`config.mk`:
```
export PLATFORM = sky130hd
export DESIGN_NAME = wordline_burst_decoder
export DESIGN_NICKNAME = d
export VERILOG_FILES = /design/src/rtl/wordline_burst_decoder_pkg.sv /design/src/rtl/wordline_burst_decoder_onehot.sv /design/src/rtl/wordline_burst_decoder.sv
export SDC_FILE = /design/constraint.sdc
export NUM_CORES = 1
export LEC_CHECK = 0
export BUFFER_PORTS_ARGS = -buffer_cell sky130_fd_sc_hd__clkbuf_2
export CORE_UTILIZATION = 49
export CTS_BUF_LIST = sky130_fd_sc_hd__clkbuf_8
export DETAILED_ROUTE_END_ITERATION = 8
export GPL_TIMING_DRIVEN = 0
export PLACE_DENSITY = 0.76
export SKIP_CTS_REPAIR_TIMING = 1
export SLEW_MARGIN = 5
export SYNTH_ARGS = -nofsm -noshare
export SYNTH_HDL_FRONTEND = slang
export SYNTH_SLANG_ARGS = --single-unit
export TNS_END_PERCENT = 10
```
`constraint.sdc`:
```
create_clock -name clk -period 1.43 [get_ports clk]
set_input_delay 0.2145 -clock clk [delete_from_list [all_inputs] [get_ports clk]]
set_output_delay 0.2145 -clock clk [all_outputs]
set_load 0.005 [all_outputs]
```
`src/rtl/wordline_burst_decoder_pkg.sv`:
```
// Shared types and default sizing for the wordline burst decoder.
// Defaults match the memory subsystem's 2-bit row address and 3-bit burst length.
package wordline_burst_decoder_pkg;

    localparam int DEFAULT_ADDR_W   = 2;
    localparam int DEFAULT_LEN_W    = 3;
    localparam int DEFAULT_WRAP_LEN = 4;

    typedef enum logic {
        ST_IDLE  = 1'b0,
        ST_BURST = 1'b1
    } burst_state_e;

endpackage

```
`src/rtl/wordline_burst_decoder_onehot.sv`:
```
// Combinational address to one-hot wordline select.
// The parent registers this output, so no timing is added here.
module wordline_burst_decoder_onehot #(
    parameter int ADDR_W = 2,
    localparam int NWL   = 1 << ADDR_W
) (
    input  logic [ADDR_W-1:0] addr,
    output logic [NWL-1:0]    sel
);

    always_comb begin
        sel       = '0;
        sel[addr] = 1'b1;
    end

endmodule

```
`src/rtl/wordline_burst_decoder.sv`:
```
// Registered address-to-wordline decoder with a linear or wrapping burst engine
// and output back-pressure; one one-hot wordline select per beat.
module wordline_burst_decoder
    import wordline_burst_decoder_pkg::*;
#(
    parameter int ADDR_W   = DEFAULT_ADDR_W,
    parameter int LEN_W    = DEFAULT_LEN_W,
    parameter int WRAP_LEN = DEFAULT_WRAP_LEN,
    localparam int NWL     = 1 << ADDR_W
) (
    input  logic              clk,
    input  logic              reset_n,
    input  logic              req_valid,
    output logic              req_ready,
    input  logic [ADDR_W-1:0] req_addr,
    input  logic [LEN_W-1:0]  req_len,
    input  logic              req_wrap,
    output logic [NWL-1:0]    wl_sel,
    output logic              wl_valid,
    output logic              wl_last,
    input  logic              wl_ready,
    output logic              busy
);

    localparam logic [ADDR_W-1:0] WRAP_MASK = ADDR_W'(WRAP_LEN - 1);

    burst_state_e      state_q, state_d;
    logic [ADDR_W-1:0] addr_q, addr_d, addr_inc;
    logic [LEN_W-1:0]  cnt_q, cnt_d;
    logic              wrap_q, wrap_d;
    logic [NWL-1:0]    wl_sel_q, wl_sel_d, dec_sel;
    logic              wl_valid_q, wl_valid_d;
    logic              wl_last_q, wl_last_d;
    logic              busy_q, busy_d;
    logic              rdy_en_q;
    logic              accept, consume;

    // A new burst may be taken while idle or in the same cycle the final beat drains.
    assign req_ready = rdy_en_q & ((state_q == ST_IDLE) | (wl_valid_q & wl_last_q & wl_ready));
    assign accept    = req_valid & req_ready;
    assign consume   = wl_valid_q & wl_ready;

    always_comb begin
        addr_inc = addr_q + ADDR_W'(1);
        if (wrap_q) begin
            addr_inc = (addr_q & ~WRAP_MASK) | ((addr_q + ADDR_W'(1)) & WRAP_MASK);
        end
    end

    always_comb begin
        state_d    = state_q;
        addr_d     = addr_q;
        cnt_d      = cnt_q;
        wrap_d     = wrap_q;
        wl_valid_d = wl_valid_q;
        wl_last_d  = wl_last_q;
        if (accept) begin
            state_d    = ST_BURST;
            addr_d     = req_addr;
            cnt_d      = req_len;
            wrap_d     = req_wrap;
            wl_valid_d = 1'b1;
            wl_last_d  = (req_len == '0);
        end else if (consume) begin
            if (cnt_q == '0) begin
                state_d    = ST_IDLE;
                wl_valid_d = 1'b0;
                wl_last_d  = 1'b0;
            end else begin
                cnt_d     = cnt_q - LEN_W'(1);
                addr_d    = addr_inc;
                wl_last_d = (cnt_q == LEN_W'(1));
            end
        end
        busy_d   = (state_d == ST_BURST);
        wl_sel_d = wl_valid_d ? dec_sel : '0;
    end

    wordline_burst_decoder_onehot #(
        .ADDR_W(ADDR_W)
    ) u_onehot (
        .addr(addr_d),
        .sel (dec_sel)
    );

    always_ff @(posedge clk or negedge reset_n) begin
        if (!reset_n) begin
            state_q    <= ST_IDLE;
            addr_q     <= '0;
            cnt_q      <= '0;
            wrap_q     <= 1'b0;
            wl_sel_q   <= '0;
            wl_valid_q <= 1'b0;
            wl_last_q  <= 1'b0;
            busy_q     <= 1'b0;
            rdy_en_q   <= 1'b0;
        end else begin
            state_q    <= state_d;
            addr_q     <= addr_d;
            cnt_q      <= cnt_d;
            wrap_q     <= wrap_d;
            wl_sel_q   <= wl_sel_d;
            wl_valid_q <= wl_valid_d;
            wl_last_q  <= wl_last_d;
            busy_q     <= busy_d;
            rdy_en_q   <= 1'b1;
        end
    end

    assign wl_sel   = wl_sel_q;
    assign wl_valid = wl_valid_q;
    assign wl_last  = wl_last_q;
    assign busy     = busy_q;

endmodule
```
**After elaboration in Yosys (flattened, before gate mapping)**

Index checks and enable logic that the tools add are counted.

- Flip-flop bits (word level): 13
- Input bits: 10
- Output and inout bits: 8
- Logic and storage cells: 45

- Add/sub/neg operators: 2
- $lt $le $gt $ge: 2
- Eq/ne operators: 2
- Multiplexer cells: 18
- Bitwise gates (word level): 7
- Reduce and logical (&&, ||, !) cells: 7

Operator list:

| kind | count |
|---|---|
| 1-bit two-way mux | 10 |
| 3-bit two-way mux | 3 |
| 3-bit zero test | 2 |
| 2-bit two-way mux | 3 |
| 1-bit AND | 5 |
| 4-bit two-way mux | 1 |
| 2-bit AND reduction | 2 |
| 2-bit nonzero test | 2 |
| 3-bit by 1-bit == test with 1-bit output (second input constant) | 1 |
| 2-bit by 3-bit < comparator with 1-bit output (second input constant) | 1 |
| 3-bit by 1-bit subtractor with 3-bit output (second input constant) | 1 |
| 2-bit by 1-bit adder with 2-bit output (second input constant) | 1 |
| 1-bit demux with 2-bit select | 1 |
| 2-bit by 1-bit >= comparator with 1-bit output (second input constant) | 1 |
| 2-bit != test (second input constant) | 1 |
| 1-bit logical AND | 1 |
| 1-bit inverter | 1 |
| 1-bit bitwise OR | 1 |

**Depth between registers and ports, before layout**

Gate-level depths: netlist of run 1.

- Depth in word-level cells: 11
- Gate-level depth with buffers: 6
- Depth with buffers taken out: 5

**Hierarchy**

Synthesis of run 1 repeated with hierarchy kept, for this count alone.

- Cell total of the unflattened synthesis: 69
- Area, all modules: 699.4 µm²

By module, submodules not included:

| module | times used | cells each | area each (µm²) | seq. area each (µm²) |
|---|---|---|---|---|
| wordline_burst_decoder | 1 | 65 | 673.1 | 325.3 |
| wordline_burst_decoder_onehot | 1 | 4 | 26.3 | 0.0 |

**Worst setup path after synthesis of run 1**

No wires, ideal clock.

- Path kind: reg2reg
- From: register cnt_q[0]
- To: register wl_sel_q[0], in the netlist wl_sel[0]
- Library setup time: 0.095 ns
- Data arrival time: 1.345 ns
- Required time: 1.335 ns
- Path slack: -0.010 ns
- Stages on the path, launching flop included: 7
- Buffers on the path: 1
- Period minus slack after synthesis: 1.440 ns
- Cell sequence: dfrtp_1 inv_1 ha_1 nor2b_1 clkbuf_1 o31a_1 o31ai_1

- Cells in the longest elaborated chain, start to end: 9
- Elaborated cells between the ends (all ways): 13
- Those cells by class: order compare: 2; mux: 9; reduce/logical: 2

Ends and longest elaborated chain:

| item | line | source |
|---|---|---|
| from (decl) | wordline_burst_decoder.sv:29 | `logic [LEN_W-1:0] cnt_q, cnt_d;` |
| from (signal assigned) | wordline_burst_decoder.sv:100 | `cnt_q <= cnt_d;` |
| 3-bit zero test (*) | wordline_burst_decoder.sv:65 | `if (cnt_q == '0) begin` |
| 2-bit two-way mux | wordline_burst_decoder.sv:65 |  |
| 2-bit two-way mux | wordline_burst_decoder.sv:64 | `end else if (consume) begin` |
| 2-bit two-way mux | wordline_burst_decoder.sv:57 | `if (accept) begin` |
| 2-bit by 3-bit < comparator with 1-bit output (not written as such) / 2-bit by 1-bit >= comparator with 1-bit output (equally long branches) | wordline_burst_decoder_onehot.sv:13 | `sel[addr] = 1'b1;` |
| 1-bit logical AND (not written as such) | wordline_burst_decoder_onehot.sv:13 |  |
| 1-bit two-way mux (not written as such) | wordline_burst_decoder_onehot.sv:13 |  |
| 1-bit demux with 2-bit select | -- |  |
| 4-bit two-way mux (*) | wordline_burst_decoder.sv:76 | `wl_sel_d = wl_valid_d ? dec_sel : '0;` |
| named net wl_sel_d[0] | wordline_burst_decoder.sv:31 | `logic [NWL-1:0] wl_sel_q, wl_sel_d, dec_sel;` |
| to (signal assigned) | wordline_burst_decoder.sv:102 | `wl_sel_q <= wl_sel_d;` |
| to (decl) | wordline_burst_decoder.sv:31 |  |

The timed path passes the listed nets; every way through them passes the cells marked *.
A chain may end at the register's enable or synchronous reset.

**Worst setup path after layout of run 1**

- From: register cnt_q[1]
- To: register cnt_q[2]

- Cells in the longest elaborated chain, start to end: 4
- Elaborated cells between the ends (all ways): 7
- Those cells by class: add/sub: 1; eq/ne: 1; mux: 3; reduce/logical: 2

Ends and longest elaborated chain:

| item | line | source |
|---|---|---|
| 3-bit by 1-bit subtractor with 3-bit output | wordline_burst_decoder.sv:70 | `cnt_d = cnt_q - LEN_W'(1);` |
| 3-bit two-way mux | wordline_burst_decoder.sv:65 |  |
| 3-bit two-way mux | wordline_burst_decoder.sv:64 |  |
| 3-bit two-way mux | wordline_burst_decoder.sv:57 |  |

Several ways; a longest one is shown, not always the timed one. The select of a mux whose other input is x is not followed.

==> results of run 1 <==
[layer usage]
metal  track usage [%]  vias up  share of wire (%)
met5                 0        -                  0
met4              12.7        0                2.4
met3              3.83        7                2.9
met2              36.4       17                 49
met1              23.8      351                 46
li1                  -      364                  -
[report_power, final]
group / total, mW / switching [mW] / internal (mW)
Combinational: 0.931 / 0.480 / 0.450
Sequential: 0.716 / 0.185 / 0.532
Clock: 0.334 / 0.144 / 0.190
[final cells by class]
cell class / instances / area (µm²)
Buffer: 3 / 23.8
Multi-Input combinational cell: 60 / 495
Inverter: 8 / 30.0
Timing Repair Buffer: 19 / 103
Sequential cell: 13 / 327
Clock buffer: 3 / 41.3
Fill cell: 119 / 498
Clock inverter: 1 / 3.75
Tap cell: 16 / 20.0
[registers in the layout, summed over array words and instances, names as in the netlist]
signal / flops
wl_sel: 4
wl_valid: 1
wl_last: 1
busy: 1
addr_q: 2
rdy_en_q: 1
cnt_q: 3
[Yosys cell counts, types with 2 or more instances]
library cell,n,area [µm²]
o31a_1,2,17.5
a31oi_1,4,25.0
nand2_1,4,15.0
nor2b_1,5,31.3
ha_1,3,37.5
or3_1,5,31.3
a2111oi_0,4,35.0
o21ai_0,4,20.0
o31ai_1,3,22.5
inv_1,8,30.0
a21oi_1,2,10.0
o2111ai_1,3,26.3
o41ai_1,2,17.5
mux2_1,2,22.5
nor2_1,2,7.51
dfrtp_1,13,325
[through the flow]
| step | total power, mW | instance area (µm²) | hold WS [ns] |
|---|---|---|---|
| CTS | 1.80 | 968 | -0.134 |
| global route | 2.11 | 1040 | 0.191 |
| detailed placement | 1.46 | 923 | 0.133 |
| finish | 1.98 | 1040 | 0.189 |
| global placement | 1.42 | 923 | 0.127 |
| floorplan | 1.20 | 823 | -0.0811 |
[logic make-up (layout without fill, tap and decap cells)]
logic type | after synthesis | count (layout) | synth area share, %
buffers and inverters | 11 | 34 | 5.63
muxes | 3 | 3 | 3.96
DFF | 13 | 13 | 39.6
other | 1 | 1 | 0.456
adders and majority gates | 3 | 3 | 4.57
and+or+nand+nor | 23 | 23 | 16.4
AOI/OAI and AO/OA | 30 | 30 | 29.4
[worst paths after layout]
| check | to | slack, ns | cells after the start |
|---|---|---|---|
| min in group asynchronous | cnt_q[2]$_DFFE_PN0P_ | 0.39 | 2 |
| max in group asynchronous | wl_valid$_DFF_PN0_ | 0.76 | 2 |
| hold / removal | cnt_q[2]$_DFFE_PN0P_ | 0.19 | 2 |
| hold reg to reg | cnt_q[1]$_DFFE_PN0P_ | 0.60 | 2 |
| setup reg to reg | cnt_q[2]$_DFFE_PN0P_ | -0.04 | 5 |
| setup / recovery | cnt_q[2]$_DFFE_PN0P_ | -0.04 | 5 |
==> flow_summary_export.csv, run 1 <==
group,metric,value,unit
run_status,status,"finished, violations left",
run_status,violations,"negative setup slack",
finish,nets,121,
clock_tree,cts.sinks,13,
detailed_routing,drtAntennaViolNets,0,
timing,drv_slew,0,
floorplanning,start_util,53.3,%
grt,grt_remaining_overflow,0,
critical_path,crit_fanout,3,
critical_path,crit_start,"cnt_q[1]$_DFFE_PN0P_",
detailed_routing,wl_per_cell,15.3,µm
grt,grt_usage,21.1,%
timing,period_needed,1.47,ns
synthesis,synthCells,84,
timing,layout_setup_ws,-0.0412,ns
critical_path,slowest_stage,"dfrtp_1",
timing,setup_viol,4,
clock_tree,clk_transition_reported_paths,0.06,ns
clock_tree,cts_htree_levels,1,
floorplanning,core-area,1540,µm²
finish,layout-drive-gt1-share,32.7,%
detailed_routing,vias,739,
grt,first_global_vias,672,
finish,area_growth,26.9,%
finish,n_antenna_cell,0,
synthesis,synth-edff-count,0,
timing,rsz0062_at_grt,"true",
power,leakage,0.462,nW
detailed_routing,dr.pass1.iters,4,
detailed_routing,drc,0,
place,dpl.hpwl,1.29,mm
power,peakVddDrop,940,µV
hold_path,hold_path.class,"primary input to flip-flop",
finish,postLayoutCoreUtil,67.7,%
timing,clock.fmax,0.680,GHz
critical_path,arrival,1.61,ns
timing,period_share,103,%
synthesis,async_flop_share,100,%
place,portBuffers,16,
critical_path,cp_num_buf_inv,1,
floorplanning,dieWidth,43.0,µm
finish,fin_cells,123,
critical_path,required,1.56,ns
grt,grt_max_degree,14,
floorplanning,die_h,43.0,µm
critical_path,reg2reg_from,"cnt_q[1]$_DFFE_PN0P_",
critical_path,worstPathCellList,"inv_2 -> ha_1 -> nand3_1 -> mux2_4 -> mux2_1",
clock_tree,clk_latency,0.25,ns
timing,tns,-0.114,ns
clock_tree,ctsRootBufferMaster,"clkbuf_8",
timing,fin_skew,0.00292,ns
synthesis,synth_area,822,µm²
synthesis,synth_area_per_cell,9.79,µm²
clock_tree,cts_buffers,3,
synthesis,synth.distinct_cells,34,
power,p_per_area,1900,nW/µm²
finish,layout_common_cells,"clkbuf_2, dfrtp_1, inv_1, or3_1",
place,routabilityCongestion,0.729,
timing,hold_viol,0,
synthesis,ys_warn_count,0,
finish,final_common_cell,"clkbuf_2",
grt,grt_pass1_wl,2.79,mm
grt,antenna_found_initial,0,
synthesis,synth_seq_area_share,39.6,%
timing,tightest_slew,0.526,ns
floorplanning,rows,14,
synthesis,synth-seq-cells,13,
synthesis,synthesis.nets,97,
timing,slew_headroom,64.1,%
critical_path,crit_type,"flip-flop to flip-flop",
place,dp_cells,116,
clock_tree,cts_buffer_depth,2,
place,place_ws,-0.157,ns
critical_path,cp-start-kind,"flip-flop",
floorplanning,ios,18,
critical_path,max_stage_delay,0.40,ns
synthesis,synth_top_flop_cell,"dfrtp_1",
critical_path,critical_path.top_delay_family,"multiplexers",
flow_run,maxCapViolations,0,
detailed_routing,drt_iter0_markers,17,
detailed_routing,vias_per_cell,6.01,
floorplanning,die_area,1850,µm²
clock_tree,cts_tree,"yes",
critical_path,endpoint_kind,"flip-flop",
hold_path,hold_start,"req_len[2]",
detailed_routing,totalWireLength,1.88,mm
No activity file was read; power rests on OpenSTA's default activity.
==> inputs of run 2 (changes only) <==
--- a/config.mk
+++ b/config.mk
@@ -6,11 +6,11 @@
 export NUM_CORES = 1
 export LEC_CHECK = 0
 export BUFFER_PORTS_ARGS = -buffer_cell sky130_fd_sc_hd__clkbuf_2
-export CORE_UTILIZATION = 49
+export CORE_UTILIZATION = 55
 export CTS_BUF_LIST = sky130_fd_sc_hd__clkbuf_8
 export DETAILED_ROUTE_END_ITERATION = 8
 export GPL_TIMING_DRIVEN = 0
-export PLACE_DENSITY = 0.76
+export PLACE_DENSITY = 0.81
 export SKIP_CTS_REPAIR_TIMING = 1
 export SLEW_MARGIN = 5
 export SYNTH_ARGS = -nofsm -noshare
==> constraint.sdc (replaced) <==
create_clock -name clk -period 1.6 [get_ports clk]
set_input_delay 0.24 -clock clk [delete_from_list [all_inputs] [get_ports clk]]
set_output_delay 0.24 -clock clk [all_outputs]
set_load 0.005 [all_outputs]
==> flow_summary_export.csv, run 2 (synthesis results as in run 1) <==
group,metric,value,unit
run_status,status,"finished clean",
detailed_routing,drc,0,
finish,largest_reg_flops,4,
place,portBuffers,16,
finish,final_common_cell,"clkbuf_2",
hold_path,hold_start,"req_len[2]",
finish,layout-drive-gt1-share,29.5,%
place,routabilityCongestion,0.729,
floorplanning,core-area,1350,µm²
floorplanning,rows,13,
timing,clock.fmax,0.661,GHz
detailed_routing,vias_per_cell,6.18,
grt,first_global_vias,648,
grt,grt_usage,26.3,%
clock_tree,cts_htree_levels,1,
timing,tightest_slew,0.473,ns
floorplanning,dieWidth,40.7,µm
place,place_ws,-0.0333,ns
finish,area_growth,20.7,%
place,dpl.hpwl,1.31,mm
finish,nets,119,
timing,slew_headroom,67.7,%
finish,n_antenna_cell,0,
floorplanning,die_area,1650,µm²
critical_path,required,1.72,ns
timing,drv_slew,0,
floorplanning,ios,18,
detailed_routing,drt_iter0_markers,18,
timing,setup_viol,0,
detailed_routing,drtAntennaViolNets,0,
timing,period_needed,1.51,ns
timing,layout_setup_ws,0.0874,ns
grt,grt_remaining_overflow,0,
clock_tree,clk_transition_reported_paths,0.06,ns
timing,fin_skew,0.00831,ns
hold_path,hold_path.class,"primary input to flip-flop",
power,total_power,1.65,mW
power,peakVddDrop,1100,µV
clock_tree,ctsRootBufferMaster,"clkbuf_8",
grt,antenna_found_initial,0,
timing,hold_viol,0,
clock_tree,cts_buffer_depth,2,
grt,grt_max_degree,14,
detailed_routing,dr.pass1.iters,4,
critical_path,reg2reg_from,"wl_valid$_DFF_PN0_",
critical_path,cp-start-kind,"flip-flop",
grt,grt_pass1_wl,2.76,mm
critical_path,arrival,1.63,ns
clock_tree,clk_latency,0.25,ns
power,leakage,0.444,nW
clock_tree,cts_buffers,3,
detailed_routing,wl_per_cell,15.1,µm
detailed_routing,totalWireLength,1.81,mm
flow_run,maxCapViolations,0,
floorplanning,die_h,40.7,µm
finish,layout_common_cells,"clkbuf_2, dfrtp_1, inv_1, nor2b_1, or3_1",
floorplanning,start_util,60.9,%
critical_path,crit_fanout,9,
clock_tree,cts_tree,"yes",
critical_path,endpoint_kind,"flip-flop",
critical_path,crit_type,"flip-flop to flip-flop",
detailed_routing,vias,742,
timing,period_share,94.5,%
power,p_per_area,1660,nW/µm²
clock_tree,cts.sinks,13,
critical_path,crit_start,"wl_valid$_DFF_PN0_",
[run 2: critical path, stage by stage, from the launching register on]
cell,delay (ns)
dfrtp_2,0.48
and3_1,0.24
o211ai_2,0.31
mux2_1,0.36
[run 2: final cells by class]
cell class,instances,area [µm²]
Inverter,8,30.0
Clock buffer,3,41.3
Tap cell,15,18.8
Sequential cell,13,327
Multi-Input combinational cell,60,460
Timing Repair Buffer,17,90.1
Fill cell,86,358
Clock inverter,1,5.00
Buffer,3,20.0
[run 2: stage by stage]
stage	TNS, ns	hold slack (ns)	instance area (µm²)	std cells	util (%)
after global routing	-0.00455	0.234	992	120	73.5
after floorplan	0	-0.0556	822	84	-
after CTS	-0.0791	-0.110	967	119	71.6
after global placement	0	0.150	921	115	68.2
after detailed placement	-0.0407	0.152	921	115	68.2
final	0	0.230	992	120	73.5
[run 2: path summary, 6_finish.rpt]
| check | endpoint | slack (ns) | cells after the start |
|---|---|---|---|
| max in group asynchronous | wl_valid$_DFF_PN0_ | 0.91 | 2 |
| max | cnt_q[2]$_DFFE_PN0P_ | 0.09 | 3 |
| min in group asynchronous | wl_sel[0]$_DFF_PN0_ | 0.42 | 2 |
| min | cnt_q[2]$_DFFE_PN0P_ | 0.23 | 2 |
| min reg2reg | cnt_q[1]$_DFFE_PN0P_ | 0.59 | 2 |
| max reg2reg | cnt_q[2]$_DFFE_PN0P_ | 0.09 | 3 |
[run 2: routing by layer]
| layer | up-vias | global-route usage, % | share of wire [%] |
|---|---|---|---|
| li1 | 361 | - | - |
| met3 | 4 | 4.89 | 3.1 |
| met1 | 355 | 31.2 | 43 |
| met4 | 0 | 10.0 | 1.3 |
| met5 | - | 0 | 0 |
| met2 | 22 | 46.4 | 53 |
[run 2: where the power goes]
group	leakage, nW	internal (mW)	switching (mW)	total [mW]
clock	0.0255	0.172	0.125	0.298
combinational	0.260	0.335	0.396	0.731
sequential	0.159	0.475	0.146	0.622
==> inputs of run 3 (changes only) <==
--- a/config.mk
+++ b/config.mk
@@ -6,11 +6,12 @@
 export NUM_CORES = 1
 export LEC_CHECK = 0
 export BUFFER_PORTS_ARGS = -buffer_cell sky130_fd_sc_hd__clkbuf_2
+export CAP_MARGIN = 20
 export CORE_UTILIZATION = 55
 export CTS_BUF_LIST = sky130_fd_sc_hd__clkbuf_8
 export DETAILED_ROUTE_END_ITERATION = 8
 export GPL_TIMING_DRIVEN = 0
-export PLACE_DENSITY = 0.81
+export PLACE_DENSITY = 0.8
 export SKIP_CTS_REPAIR_TIMING = 1
 export SLEW_MARGIN = 5
 export SYNTH_ARGS = -nofsm -noshare
==> flow_summary_export.csv, run 3 (synthesis results as in run 1) <==
group,metric,value,unit
critical_path,cp-start-kind,"flip-flop",
timing,drv_slew,0,
detailed_routing,drt_iter0_markers,14,
timing,hold_viol,0,
grt,grt_usage,28.2,%
hold_path,hold_path.class,"primary input to flip-flop",
place,placed_area,921,µm²
critical_path,worstPathCellList,"inv_1 -> ha_1 -> nor2b_1 -> buf_2 -> or3_1 -> a31oi_1",
detailed_routing,wl_met1,789,µm
floorplanning,core-area,1350,µm²
critical_path,crit_type,"flip-flop to flip-flop",
finish,area_growth,20.7,%
floorplanning,die_area,1650,µm²
grt,first_global_vias,657,
place,portBuffers,16,
finish,n_antenna_cell,0,
place,dpl.hpwl,1.44,mm
critical_path,endpoint_kind,"flip-flop",
critical_path,slowest_stage,"dfrtp_1",
timing,period_needed,1.59,ns
floorplanning,rows,13,
critical_path,max_stage_delay,0.36,ns
power,total_power,1.65,mW
grt,grt_remaining_overflow,0,
finish,layout-drive-gt1-share,27.4,%
finish,fin_area,992,µm²
power,p_per_area,1660,nW/µm²
timing,fin_skew,0.00268,ns
clock_tree,clk_transition_reported_paths,0.06,ns
clock_tree,cts.sinks,13,
critical_path,crit_fanout,10,
detailed_routing,wl_met2,1.02,mm
grt,grt_max_degree,14,
timing,layout_setup_ws,0.00978,ns
detailed_routing,wl_per_cell,15.7,µm
detailed_routing,wl_met3,68,µm
clock_tree,clk_latency,0.24,ns
critical_path,arrival,1.74,ns
critical_path,required,1.75,ns
floorplanning,ios,18,
timing,period_share,99.4,%
detailed_routing,drc,0,
finish,multiInputGateArea,457,µm²
place,routabilityCongestion,0.820,
finish,nets,120,
finish,seq_area,327,µm²
finish,fillCellCount,113,
place,place_ws,-0.0772,ns
detailed_routing,vias,755,
detailed_routing,vias_per_cell,6.24,
clock_tree,ctsRootBufferMaster,"clkbuf_8",
detailed_routing,highest_layer,"met4",
timing,setup_viol,0,
finish,layout_common_cells,"clkbuf_2, dfrtp_1, inv_1, nor2b_1, or3_1",
timing,rsz0062_at_grt,"true",
power,leakage,0.453,nW
power,peakVddDrop,879,µV
detailed_routing,drtAntennaViolNets,0,
finish,final_common_cell,"clkbuf_2",
run_status,status,"finished clean",
clock_tree,cts_buffer_depth,2,
clock_tree,cts_tree,"yes",
timing,tns,0,ns
grt,grt_pass1_wl,2.94,mm
floorplanning,dieWidth,40.7,µm
clock_tree,cts_buffers,3,
grt,antenna_found_initial,0,
finish,postLayoutCoreUtil,73.5,%
clock_tree,cts_htree_levels,1,
flow_run,maxCapViolations,0,
floorplanning,die_h,40.7,µm
detailed_routing,dr.pass1.iters,4,
floorplanning,start_util,60.9,%
detailed_routing,totalWireLength,1.90,mm
timing,clock.fmax,0.629,GHz
finish,largest_reg_flops,4,
run 3: worst paths after layout:
check	slack, ns	cells past startpoint	end	from
max reg2reg	0.01	6	addr_q[0]$_DFF_PN0_	cnt_q[0]$_DFFE_PN0P_
min in group asynchronous	0.44	2	wl_sel[2]$_DFF_PN0_	reset_n
min	0.24	2	cnt_q[2]$_DFFE_PN0P_	req_len[2]
max	0.01	6	addr_q[0]$_DFF_PN0_	cnt_q[0]$_DFFE_PN0P_
max in group asynchronous	0.89	2	wl_valid$_DFF_PN0_	reset_n
min reg2reg	0.58	2	cnt_q[1]$_DFFE_PN0P_	cnt_q[1]$_DFFE_PN0P_
run 3: metal layers:
metal,up-vias,track usage [%]
li1,366,-
met1,368,33.4
met2,19,47.6
met3,2,6.52
met4,0,13.3
met5,-,0
run 3: layout make-up:
type | count | area share, %
inverter | 8 | 3.03
buffer | 3 | 1.77
multi-input combinational | 60 | 46.0
timing repair buffer | 18 | 9.84
clock buffer | 3 | 4.16
clock inverter | 1 | 0.378
tap | 15 | 1.89
sequential | 13 | 32.9
run 3: per-stage QoR:
stage               hold WS, ns  cells
global placement          0.148    115
detailed placement        0.150    115
CTS                      -0.106    119
floorplan               -0.0556     84
global route              0.246    121
finish                    0.244    121
run 3: report_power, final:
group          internal, mW  switching (mW)  total [mW]
clock                 0.169           0.119       0.288
sequential            0.475           0.137       0.612
combinational         0.339           0.411       0.750
total                 0.984           0.666        1.65
run 3: worst max-delay path, delay by kind of cell, from the launching register on:
kind            cells  cell delay, ns
fa+ha+maj           1            0.23
buf+inv             2            0.25
compound gates      1            0.19
flops               1            0.36
simple gates        2            0.47
